## src/rtl/seven_seg_scan_controller.sv

```systemverilog
// ---------------------------------------------------------------------------
// seven_seg_scan_controller
//
// Purpose:
//   Time-multiplexes NUM_DIGITS common-anode 7-segment digits onto a single
//   segment bus. Each digit gets one slot of REFRESH_DIV cycles. The first
//   BLANK_CYCLES of every slot keep all anodes off so the previous digit's
//   segments cannot ghost onto the next one. The segment pattern comes from
//   an external shared hex-to-7-seg decoder: this block presents the current
//   nibble on digit_value and registers the decoder's answer from seg_in.
//
//   The display word is double buffered. A new word is taken into a pending
//   buffer through a valid/ready handshake and only becomes the active word
//   at a frame boundary, so a frame never mixes digits from two words.
//   Leading-zero suppression (live input) and per-digit decimal points are
//   supported.
//
// Ports:
//   clk          in   system clock, rising edge
//   rst_n        in   asynchronous reset, active low
//   load_valid   in   new display word offered
//   load_ready   out  pending buffer is empty, a word can be accepted
//   load_value   in   4*NUM_DIGITS nibbles, nibble i = digit i (0 = rightmost)
//   load_dp      in   per-digit decimal point, 1 = lit
//   lz_suppress  in   1 = blank leading zeros
//   digit_value  out  nibble for the shared decoder (combinational)
//   seg_in       in   decoder result for digit_value, {g..a}, 0 = on
//   seg_n        out  segment drive {g..a}, 0 = on
//   dp_n         out  decimal point drive, 0 = on
//   an_n         out  anode enables, 0 = digit on, at most one low
//   frame_done   out  one-cycle pulse after the last digit's slot ends
// ---------------------------------------------------------------------------
module seven_seg_scan_controller #(
  parameter int NUM_DIGITS   = 4,
  parameter int REFRESH_DIV  = 50000,
  parameter int BLANK_CYCLES = 16
) (
  input  logic                    clk,
  input  logic                    rst_n,
  input  logic                    load_valid,
  output logic                    load_ready,
  input  logic [4*NUM_DIGITS-1:0] load_value,
  input  logic [NUM_DIGITS-1:0]   load_dp,
  input  logic                    lz_suppress,
  output logic [3:0]              digit_value,
  input  logic [6:0]              seg_in,
  output logic [6:0]              seg_n,
  output logic                    dp_n,
  output logic [NUM_DIGITS-1:0]   an_n,
  output logic                    frame_done
);

  localparam int IDX_W  = $clog2(NUM_DIGITS);
  localparam int SLOT_W = $clog2(REFRESH_DIV);

  localparam logic [SLOT_W-1:0] SLOT_LAST  = SLOT_W'(REFRESH_DIV - 1);
  localparam logic [SLOT_W-1:0] BLANK_LAST = SLOT_W'(BLANK_CYCLES - 1);
  localparam logic [IDX_W-1:0]  DIGIT_LAST = IDX_W'(NUM_DIGITS - 1);

  localparam logic [0:0] ST_BLANK = 1'b0;
  localparam logic [0:0] ST_SHOW  = 1'b1;

  localparam logic [6:0] SEG_OFF = 7'h7F;

  logic [0:0]              state;
  logic [IDX_W-1:0]        digit_idx;
  logic [SLOT_W-1:0]       slot_cnt;

  logic [4*NUM_DIGITS-1:0] active_value;
  logic [NUM_DIGITS-1:0]   active_dp;
  logic [4*NUM_DIGITS-1:0] pend_value;
  logic [NUM_DIGITS-1:0]   pend_dp;
  logic                    pend_full;

  logic                    slot_end;
  logic                    frame_end;
  logic [NUM_DIGITS-1:0]   lead_zero;
  logic                    suppressed;
  logic [NUM_DIGITS-1:0]   an_show;
  logic                    zero_run;

  assign slot_end   = (slot_cnt == SLOT_LAST);
  assign frame_end  = slot_end && (state == ST_SHOW) && (digit_idx == DIGIT_LAST);
  assign load_ready = !pend_full;

  // The nibble index is just digit_idx scaled by four.
  assign digit_value = active_value[{digit_idx, 2'b00} +: 4];

  // lead_zero[i] is set when every nibble from the top digit down to digit i
  // is zero, i.e. digit i is part of the run of leading zeros.
  always_comb begin
    zero_run  = 1'b1;
    lead_zero = '0;
    for (int i = NUM_DIGITS - 1; i >= 0; i--) begin
      zero_run     = zero_run && (active_value[4*i +: 4] == 4'h0);
      lead_zero[i] = zero_run;
    end
  end

  // Digit 0 always shows, so a value of zero still displays a single "0".
  assign suppressed = lz_suppress && (digit_idx != '0) && lead_zero[digit_idx];

  always_comb begin
    an_show            = '1;
    an_show[digit_idx] = 1'b0;
  end

  // Slot timing: BLANK for the first BLANK_CYCLES counts of a slot, SHOW for
  // the rest; the digit index advances when the slot counter wraps.
  always_ff @(posedge clk or negedge rst_n) begin
    if (!rst_n) begin
      state     <= ST_BLANK;
      slot_cnt  <= '0;
      digit_idx <= '0;
    end else if (slot_end) begin
      slot_cnt  <= '0;
      state     <= ST_BLANK;
      digit_idx <= (digit_idx == DIGIT_LAST) ? '0 : digit_idx + 1'b1;
    end else begin
      slot_cnt <= slot_cnt + 1'b1;
      if (slot_cnt == BLANK_LAST) begin
        state <= ST_SHOW;
      end
    end
  end

  // Double buffer. A word can only be accepted while the pending buffer is
  // empty, and the commit only happens while it is full, so the two updates
  // never hit pend_full on the same edge. A word accepted on the frame-end
  // edge therefore waits for the following frame end.
  always_ff @(posedge clk or negedge rst_n) begin
    if (!rst_n) begin
      active_value <= '0;
      active_dp    <= '0;
      pend_value   <= '0;
      pend_dp      <= '0;
      pend_full    <= 1'b0;
    end else begin
      if (frame_end && pend_full) begin
        active_value <= pend_value;
        active_dp    <= pend_dp;
        pend_full    <= 1'b0;
      end
      if (load_valid && load_ready) begin
        pend_value <= load_value;
        pend_dp    <= load_dp;
        pend_full  <= 1'b1;
      end
    end
  end

  // Registered pin drive, one cycle behind the state/index it reflects.
  // A suppressed digit blanks its segments but keeps its decimal point.
  always_ff @(posedge clk or negedge rst_n) begin
    if (!rst_n) begin
      an_n       <= '1;
      seg_n      <= SEG_OFF;
      dp_n       <= 1'b1;
      frame_done <= 1'b0;
    end else begin
      frame_done <= frame_end;
      if (state == ST_SHOW) begin
        an_n  <= an_show;
        dp_n  <= ~active_dp[digit_idx];
        seg_n <= suppressed ? SEG_OFF : seg_in;
      end else begin
        an_n  <= '1;
        seg_n <= SEG_OFF;
        dp_n  <= 1'b1;
      end
    end
  end

endmodule

```

## config.mk

```make
export PLATFORM = sky130hd
export DESIGN_NAME = seven_seg_scan_controller
export DESIGN_NICKNAME = d
export VERILOG_FILES = /design/src/rtl/seven_seg_scan_controller.sv
export SDC_FILE = /design/constraint.sdc
export NUM_CORES = 1
export LEC_CHECK = 0
export ABC_CLOCK_PERIOD_IN_PS = 2800
export CAP_MARGIN = 20
export CORE_ASPECT_RATIO = 1.2
export CORE_UTILIZATION = 25
export DETAILED_ROUTE_END_ITERATION = 16
export GPL_ROUTABILITY_DRIVEN = 0
export HOLD_SLACK_MARGIN = 0.02
export RECOVER_POWER = 100
export SLEW_MARGIN = 20
export SYNTH_ARGS = -nofsm -noshare
export SYNTH_HDL_FRONTEND = slang
export SYNTH_SLANG_ARGS = --single-unit
```

## constraint.sdc

```tcl
create_clock -name clk -period 2.8 [get_ports clk]
set_input_delay 0.56 -clock clk [delete_from_list [all_inputs] [get_ports clk]]
set_output_delay 0.56 -clock clk [all_outputs]
set_load 0.1 [all_outputs]
```

* Yosys cells after proc, flatten, opt, wreduce, memory -nomap -nowiden
Cells that the tools add are included.
Word-level totals: register bits 73, bits of input ports 31, output and inout bits 18, word-level logic and storage cells 56
Cells by class: add/subtract/negate cells 2, magnitude comparators 2, equal/unequal tests 3, shifts and indexed selects 1, multiplexer cells 16, bitwise logic cells 2, reduce and logical (&&, ||, !) cells 18
Operator list (count):
- 16-bit by 1-bit adder with 16-bit output (second input constant) | 1
- 16-bit equality test (second input constant) | 1
- 16-bit by 4-bit equality test with 1-bit output (second input constant) | 1
- 4-bit zero test | 4
- 16-bit two-way mux | 1
- 16-bit by 5-bit variable part select with 4-bit output | 1
- 7-bit two-way mux | 2
- 1-bit logical AND | 10
- 1-bit two-way mux | 8
- 2-bit nonzero test | 3
- 1-bit binary-select mux with 2-bit select | 2
- 4-bit two-way mux | 1
- 4-bit inverter | 1
- 2-bit by 3-bit < comparator with 1-bit output (second input constant) | 1
- 2-bit by 1-bit adder with 2-bit output (second input constant) | 1
- 1-bit demux with 2-bit select | 1
- 2-bit equality test (second input constant) | 1
- 2-bit by 1-bit >= comparator with 1-bit output (second input constant) | 1
- 2-bit two-way mux | 1
- 1-bit zero test | 1
- 1-bit inverter | 1

* Logic depth before layout (Yosys ltp)
Gate-level depths: netlist (run 1).
word-level depth 9, mapped depth 7, gate-level depth less buffers 6

* Worst setup path after synthesis (run 1)
OpenSTA, ideal clock, no wires.
path kind register to output, start reg digit_idx[0], end out digit_value[0], arrival time 1.544 ns, required time 2.240 ns, slack 0.696 ns, stages on the path, launching flop included 3, buffers on the path 1, cells stage by stage dfrtp_1 -> clkbuf_1 -> mux4_2
On the way: longest elaborated chain between the ends 1
Ends and longest elaborated chain:
- start, declared | RTL line 66 | logic [IDX_W-1:0] digit_idx;
- start signal, assigned | RTL line 118 | digit_idx <= (digit_idx == DIGIT_LAST) ? '0 : digit_idx + 1'b1;
- 16-bit by 5-bit variable part select with 4-bit output | RTL line 87 | assign digit_value = active_value[{digit_idx, 2'b00} +: 4];
- end, declared | RTL line 45 | output logic [3:0] digit_value,
No other way between the ends.

* Worst setup path in the final report (run 1)
start reg digit_idx[0], end out digit_value[3]
Same word-level chain as after synthesis.

==> results of run 1 <==
## cells in the mapped netlist, types with 4 or more instances
master    number
dfrtp_1       61
and3_1         4
mux2_2        22
nand4_1        6
nand2_1       11
nand3_1        4
nand3b_1       7
xor2_1         7
ha_1           5
inv_1          4
mux4_2         5
nor4_1         4
xnor2_1        6
mux2_4        19
clkbuf_1       4
nor2_1        16
dfstp_2       12
## layout make-up
class / count / area share (%)
clock inverters: 3 / 0.385
repair buffers: 52 / 10.2
inverters: 4 / 0.385
well taps: 161 / 5.16
clock buffers: 13 / 6.67
flip-flops and latches: 73 / 47.2
multi-input cells: 137 / 30.0
## layer usage
layer	vias to the layer above	share of wire, %
li1	892	-
met1	947	46
met2	58	48
met3	6	5.3
met4	0	0.91
met5	-	0
## path summary, 6_finish.rpt
kind	end	startpoint	cells after the start
setup / recovery	digit_value[3]	digit_idx[0]	2
hold / removal	active_dp[0]	active_dp[0]	1
setup reg to reg	active_value[5]	slot_cnt[0]	6
hold reg to reg	active_dp[0]	active_dp[0]	1
max in group asynchronous	seg_n[2]	rst_n	2
min in group asynchronous	pend_dp[2]	rst_n	1
## registers in the layout, indices dropped and copies added, names as in the netlist
signal        cells
pend_value       16
seg_n             7
pend_dp           4
an_n              4
active_dp         4
frame_done        1
digit_idx         2
state             1
dp_n              1
active_value     16
slot_cnt         16
pend_full         1
## kinds of logic after synthesis
family	count (synthesis)
AOI/OAI and AO/OA	7
muxes	46
buffers and inverters	13
xor gates and xnor gates	13
and+or+nand+nor	66
DFF	73
adders and majority gates	5
## worst max-delay path, delay by kind of cell (launching register included)
kind	cells	cell delay [ns]
muxes	1	0.59
DFF	1	0.66
buffers and inverters	1	0.39
## report_power, final
part           leakage, µW  switching, µW  total (µW)  internal [µW]
logic             0.000633           75.7         143           67.2
registers         0.000922           20.4        1120           1100
clock network     0.000139            407        1050            643
total              0.00169            503        2310           1810
## through the flow
step	total power [µW]	worst slack, ns	hold WS (ns)	cell area, µm²
after floorplan	1210	0.696	0.264	3150
after global placement	1290	0.694	0.484	3780
after detailed placement	1290	0.613	0.498	3780
after CTS	2350	0.366	0.255	4050
after global routing	2410	0.171	0.522	3900
final	2310	0.264	0.493	3900
==> results.md, run 1 <==
- Die X: 105 µm
- CTS tree: done
- Wire per inst: 13.9 µm
- RSZ-0062 raised after global routing: no
- Min-delay worst type: flip-flop to flip-flop
- Std-Cell Rows: 44
- Post-Synth Adder-Cell Area: 1.98%
- Most frequent cells in the layout: dfrtp_1, clkdlybuf4s50_1, mux2_2
- Worst setup EP type: primary output
- Core Area: 12200 µm²
- Sequential share of the synthesized area: 58.4%
- PwrDens: 593 nW/µm²
- Slowest cell on the critical path: dfrtp_1
- Final Non-Filler Cells: 443
- Syn Inst Count: 223
- Setup CP Type: flip-flop to primary output
- Vias in the first global route: 2034
- Min Tclk post-route: 2.54 ns
- Fin. Hold Viols: 0
- Root buffer cell: clkbuf_16
- Die area: 13100 µm²
- Layout fillers: 1303
- Hold_buf cts: 0
- GRT Util Overall: 10.3%
- Total wire length: 6.16 mm
- CP Max Fanout: 11
- HPWL Detailed: 4.30 mm
- Flop2flop setup slack: 0.49 ns
- Post-synthesis cell type count: 35
- Fmax achieved: 0.394 GHz
- Leak Pwr: 0.00169 µW
- Period utilization: 90.6%
- Mean Syn Cell Area: 14.1 µm²
- Final setup viols: 0
- Post-CTS Setup Bufs: 0
- Final setup TNS: 0 ns
- Synth Area in Compound Gates: 1.27%
- Main area contributors after synthesis: dfrtp_1, dfstp_2, mux2_4
- Synth Area in Simple Gates: 12.1%
- DRT antenna net count: 0
- Input/output buffers: 48
- Post-synthesis xor/xnor area fraction: 3.61%
- Drt pass-1 iters: 4
- Post-synthesis cell area: 3150 µm²
- Synth Flop Type: dfrtp_1
- Reg area: 1840 µm²
- Fin util: 31.9%
- Pins over their slew limit: 0
- Number of antenna violations at the first check in global routing: 0
- Share of layout cells above drive strength 1: 22.3%
- Leading area contributor after synthesis: dfrtp_1
- Crit start category: flip-flop
- Slew HR: 3.48%
- CTS clk-pin slew, worst paths: 0.06 ns
- Critical path arrival: 1.98 ns
- Sink Count: 73
- Remaining global-route overflow: 0
- Largest family of logic cells by synthesized area: multiplexers
- Busiest grt layer: met2
- Met1 Resource Use GR: 13.1%
- Worst Path Required: 2.24 ns
- Area occupied by multi-input gates: 1170 µm²
- Top-area cell type share of the netlist area: 48.4%
- Status: finished, final reports clean
- Number of remaining DRC errors: 0
- #FFs+latches synth: 73
- First-pass GRT wire length: 10.4 mm
- DR iter-0 viols: 68
- Area delta synth->final: 23.7%
- Max_cap viols: 0
- Commonest non-fill, non-tap cell in the layout: dfrtp_1
- Largest net degree at the start of global routing: 48
- Asr flop ratio synth: 100%
- Synthesis Warnings: 0
- Syn Nets: 259
- H-tree lvl count: 3
- Met3 Resource Use GR: 3.96%
- Clk buf depth: 2
- Post-synthesis mux area share: 20.5%
- Met2 usage: 16.2%
- Cell Chain, Critical Path: mux4_2 > clkbuf_2
- Clk Latency, worst-skew pair: 0.33 ns
- # diodes: 0
- Vias: 1903
- CTS buffer count: 9
- Worst IR drop on VDD: 0.297 mV
- Placed insts: 427
- Vias per inst: 4.30
- IO Pins: 49
- PostCTS Resize Cnt: 0
- Slew of the pin with the lowest slew margin: 1.45 ns
- Max Clock Skew: 0.00597 ns
- # nets final: 313
- Initial Utilization: 25.8%
- DIE HEIGHT: 125 µm
- Largest stage delay on the critical path: 0.66 ns
- Post-synth EDFFs: 0
Power figures use the tool's default switching activity.
==> inputs of run 2 (changes only) <==
Settings changed: DONT_BUFFER_PORTS from default to 1.
==> results.md, run 2 (same netlist as run 1, synthesis figures left out) <==
- GRT Util Overall: 10.6% (was 10.3%)
- Min-delay worst type: input port to async pin (was flip-flop to flip-flop)
- Input/output buffers: 0 (was 48)
- Leading registers by flop count: active_value: 16 flops, pend_value: 16 flops, slot_cnt: 16 flops (unchanged)
- # nets final: 266 (was 313)
- Layout fillers: 1304 (was 1303)
- PwrDens: 657 nW/µm² (was 593 nW/µm²)
- Reg2reg start: slot_cnt[0] (unchanged)
- Number of remaining DRC errors: 0 (unchanged)
- Clk buf depth: 2 (unchanged)
- Clk Latency, worst-skew pair: 0.33 ns (about the same)
- Max Clock Skew: 0.00583 ns (was 0.00597 ns)
- Area occupied by multi-input gates: 1170 µm² (unchanged)
- Worst Path Required: 2.24 ns (about the same)
- Dpl ws: 0.601 ns (was 0.613 ns)
- Total power: 2330 µW (was 2310 µW)
- Status: finished, final reports clean (unchanged)
- Drt pass-1 iters: 4 (unchanged)
- Die X: 105 µm (unchanged)
- Number of antenna violations at the first check in global routing: 1 (was 0)
- Crit start category: flip-flop (unchanged)
- Final setup TNS: 0 ns (unchanged)
- Slew of the pin with the lowest slew margin: 1.48 ns (was 1.45 ns)
- Min Tclk post-route: 2.38 ns (was 2.54 ns)
- Reg area: 1840 µm² (unchanged)
- PostCTS Resize Cnt: 0 (unchanged)
- Post-CTS Setup Bufs: 0 (unchanged)
- First-pass GRT wire length: 10.5 mm (was 10.4 mm)
- H-tree lvl count: 3 (unchanged)
- Setup CP Type: flip-flop to primary output (unchanged)
- Core Area: 12200 µm² (unchanged)
- Leak Pwr: 0.00152 µW (was 0.00169 µW)
- Total wire length: 6.30 mm (was 6.16 mm)
- CP Max Fanout: 11 (unchanged)
- CTS clk-pin slew, worst paths: 0.06 ns (about the same)
- Largest stage delay on the critical path: 0.86 ns (was 0.66 ns)
- Hold_buf cts: 1 (was 0)
- Commonest non-fill, non-tap cell in the layout: dfrtp_1 (unchanged)
- Final setup viols: 0 (unchanged)
- CTS buffer count: 9 (unchanged)
- Slew HR: 1.16% (was 3.48%)
- RSZ-0062 raised after global routing: no (unchanged)
- Slowest cell on the critical path: mux4_2 (was dfrtp_1)
- Worst IR drop on VDD: 0.353 mV (was 0.297 mV)
- CP top delay family: multiplexers (was flip-flops)
- Vias in the first global route: 1882 (was 2034)
- CP Launch Point: digit_idx[0] (unchanged)
- Std-Cell Rows: 44 (unchanged)
- Die area: 13100 µm² (unchanged)
- Wire per inst: 15.9 µm (was 13.9 µm)
- Remaining global-route overflow: 0 (unchanged)
- DR iter-0 viols: 89 (was 68)
- Worst hold margin: 0.0803 ns (was 0.493 ns)
- Fmax achieved: 0.420 GHz (was 0.394 GHz)
- DRT antenna net count: 0 (unchanged)
- HPWL Detailed: 4.41 mm (was 4.30 mm)
- Worst Path Buf+Inv: 0 (was 1)
- Largest net degree at the start of global routing: 62 (was 48)
- Fin. Hold Viols: 0 (unchanged)
- Root buffer cell: clkbuf_16 (unchanged)
- Initial Utilization: 25.8% (unchanged)
- Cell Chain, Critical Path: mux4_2 (was mux4_2 > clkbuf_2)
- Pins over their slew limit: 0 (unchanged)
- Share of layout cells above drive strength 1: 20.4% (was 22.3%)
- Period utilization: 85.1% (was 90.6%)
- Most frequent cells in the layout: dfrtp_1, mux2_2, mux2_1 (was dfrtp_1, clkdlybuf4s50_1, mux2_2)
- Area delta synth->final: 12.5% (was 23.7%)
- Max_cap viols: 0 (unchanged)
- CTS tree: done (unchanged)
- IO Pins: 49 (unchanged)
- Vias: 1753 (was 1903)
- Sink Count: 73 (unchanged)
- DIE HEIGHT: 125 µm (unchanged)
- Vias per inst: 4.42 (was 4.30)
- Worst setup EP type: primary output (unchanged)
- Fin worst setup slack: 0.418 ns (was 0.264 ns)
- Critical path arrival: 1.82 ns (was 1.98 ns)
run 2: changes by cell type in the layout (fill, tap and decap cells not counted), sizes merged:
cell / delta
buf: -1
clkinv: -2
diode: +1
clkdlybuf4s50: -28
clkbuf: -20
dlygate4sd3: -1
clkinvlp: +4
bufinv: +1
run 2: where the power goes:
part | internal (µW) | total (µW) | leakage (µW) | switching [µW]
logic | 28.0 | 53.1 | 0.000479 | 25.1
registers | 1100 | 1160 | 0.000913 | 59.6
clock network | 690 | 1120 | 0.000131 | 430
total | 1820 | 2330 | 0.00152 | 514
run 2: final timing paths:
kind                              endpoint  slack (ns)  cells after the start
setup / recovery            digit_value[3]        0.42                      1
hold / removal                     an_n[3]        0.08                      0
setup reg to reg           active_value[6]        0.47                      6
hold reg to reg               active_dp[0]        0.49                      1
max in group asynchronous   pend_value[10]        1.32                      1
min in group clk                  seg_n[5]        0.35                      1
run 2: through the flow:
| stage | utilization [%] | instances | area (µm²) |
|---|---|---|---|
| after floorplan | - | 223 | 3150 |
| after global placement | 27.3 | 379 | 3340 |
| after detailed placement | 27.3 | 379 | 3340 |
| after CTS | 30.0 | 396 | 3660 |
| after global routing | 29.0 | 397 | 3550 |
| final | 29.0 | 397 | 3550 |
run 2: layer usage:
metal,wire (µm),vias to the layer above,global-route usage [%]
met5,0,-,0
li1,-,809,-
met4,11,0,2.52
met1,2720,892,13.0
met2,3160,50,16.9
met3,405,2,4.80
run 2: layout make-up:
| cell class | count | share of cell area (%) |
|---|---|---|
| antenna | 1 | 0.0705 |
| timing repair buffer | 5 | 0.599 |
| clock buffer | 10 | 6.45 |
| tap | 161 | 5.68 |
| multi-input combinational | 137 | 32.9 |
| clock inverter | 6 | 1.94 |
| sequential | 73 | 51.9 |
| inverter | 4 | 0.423 |
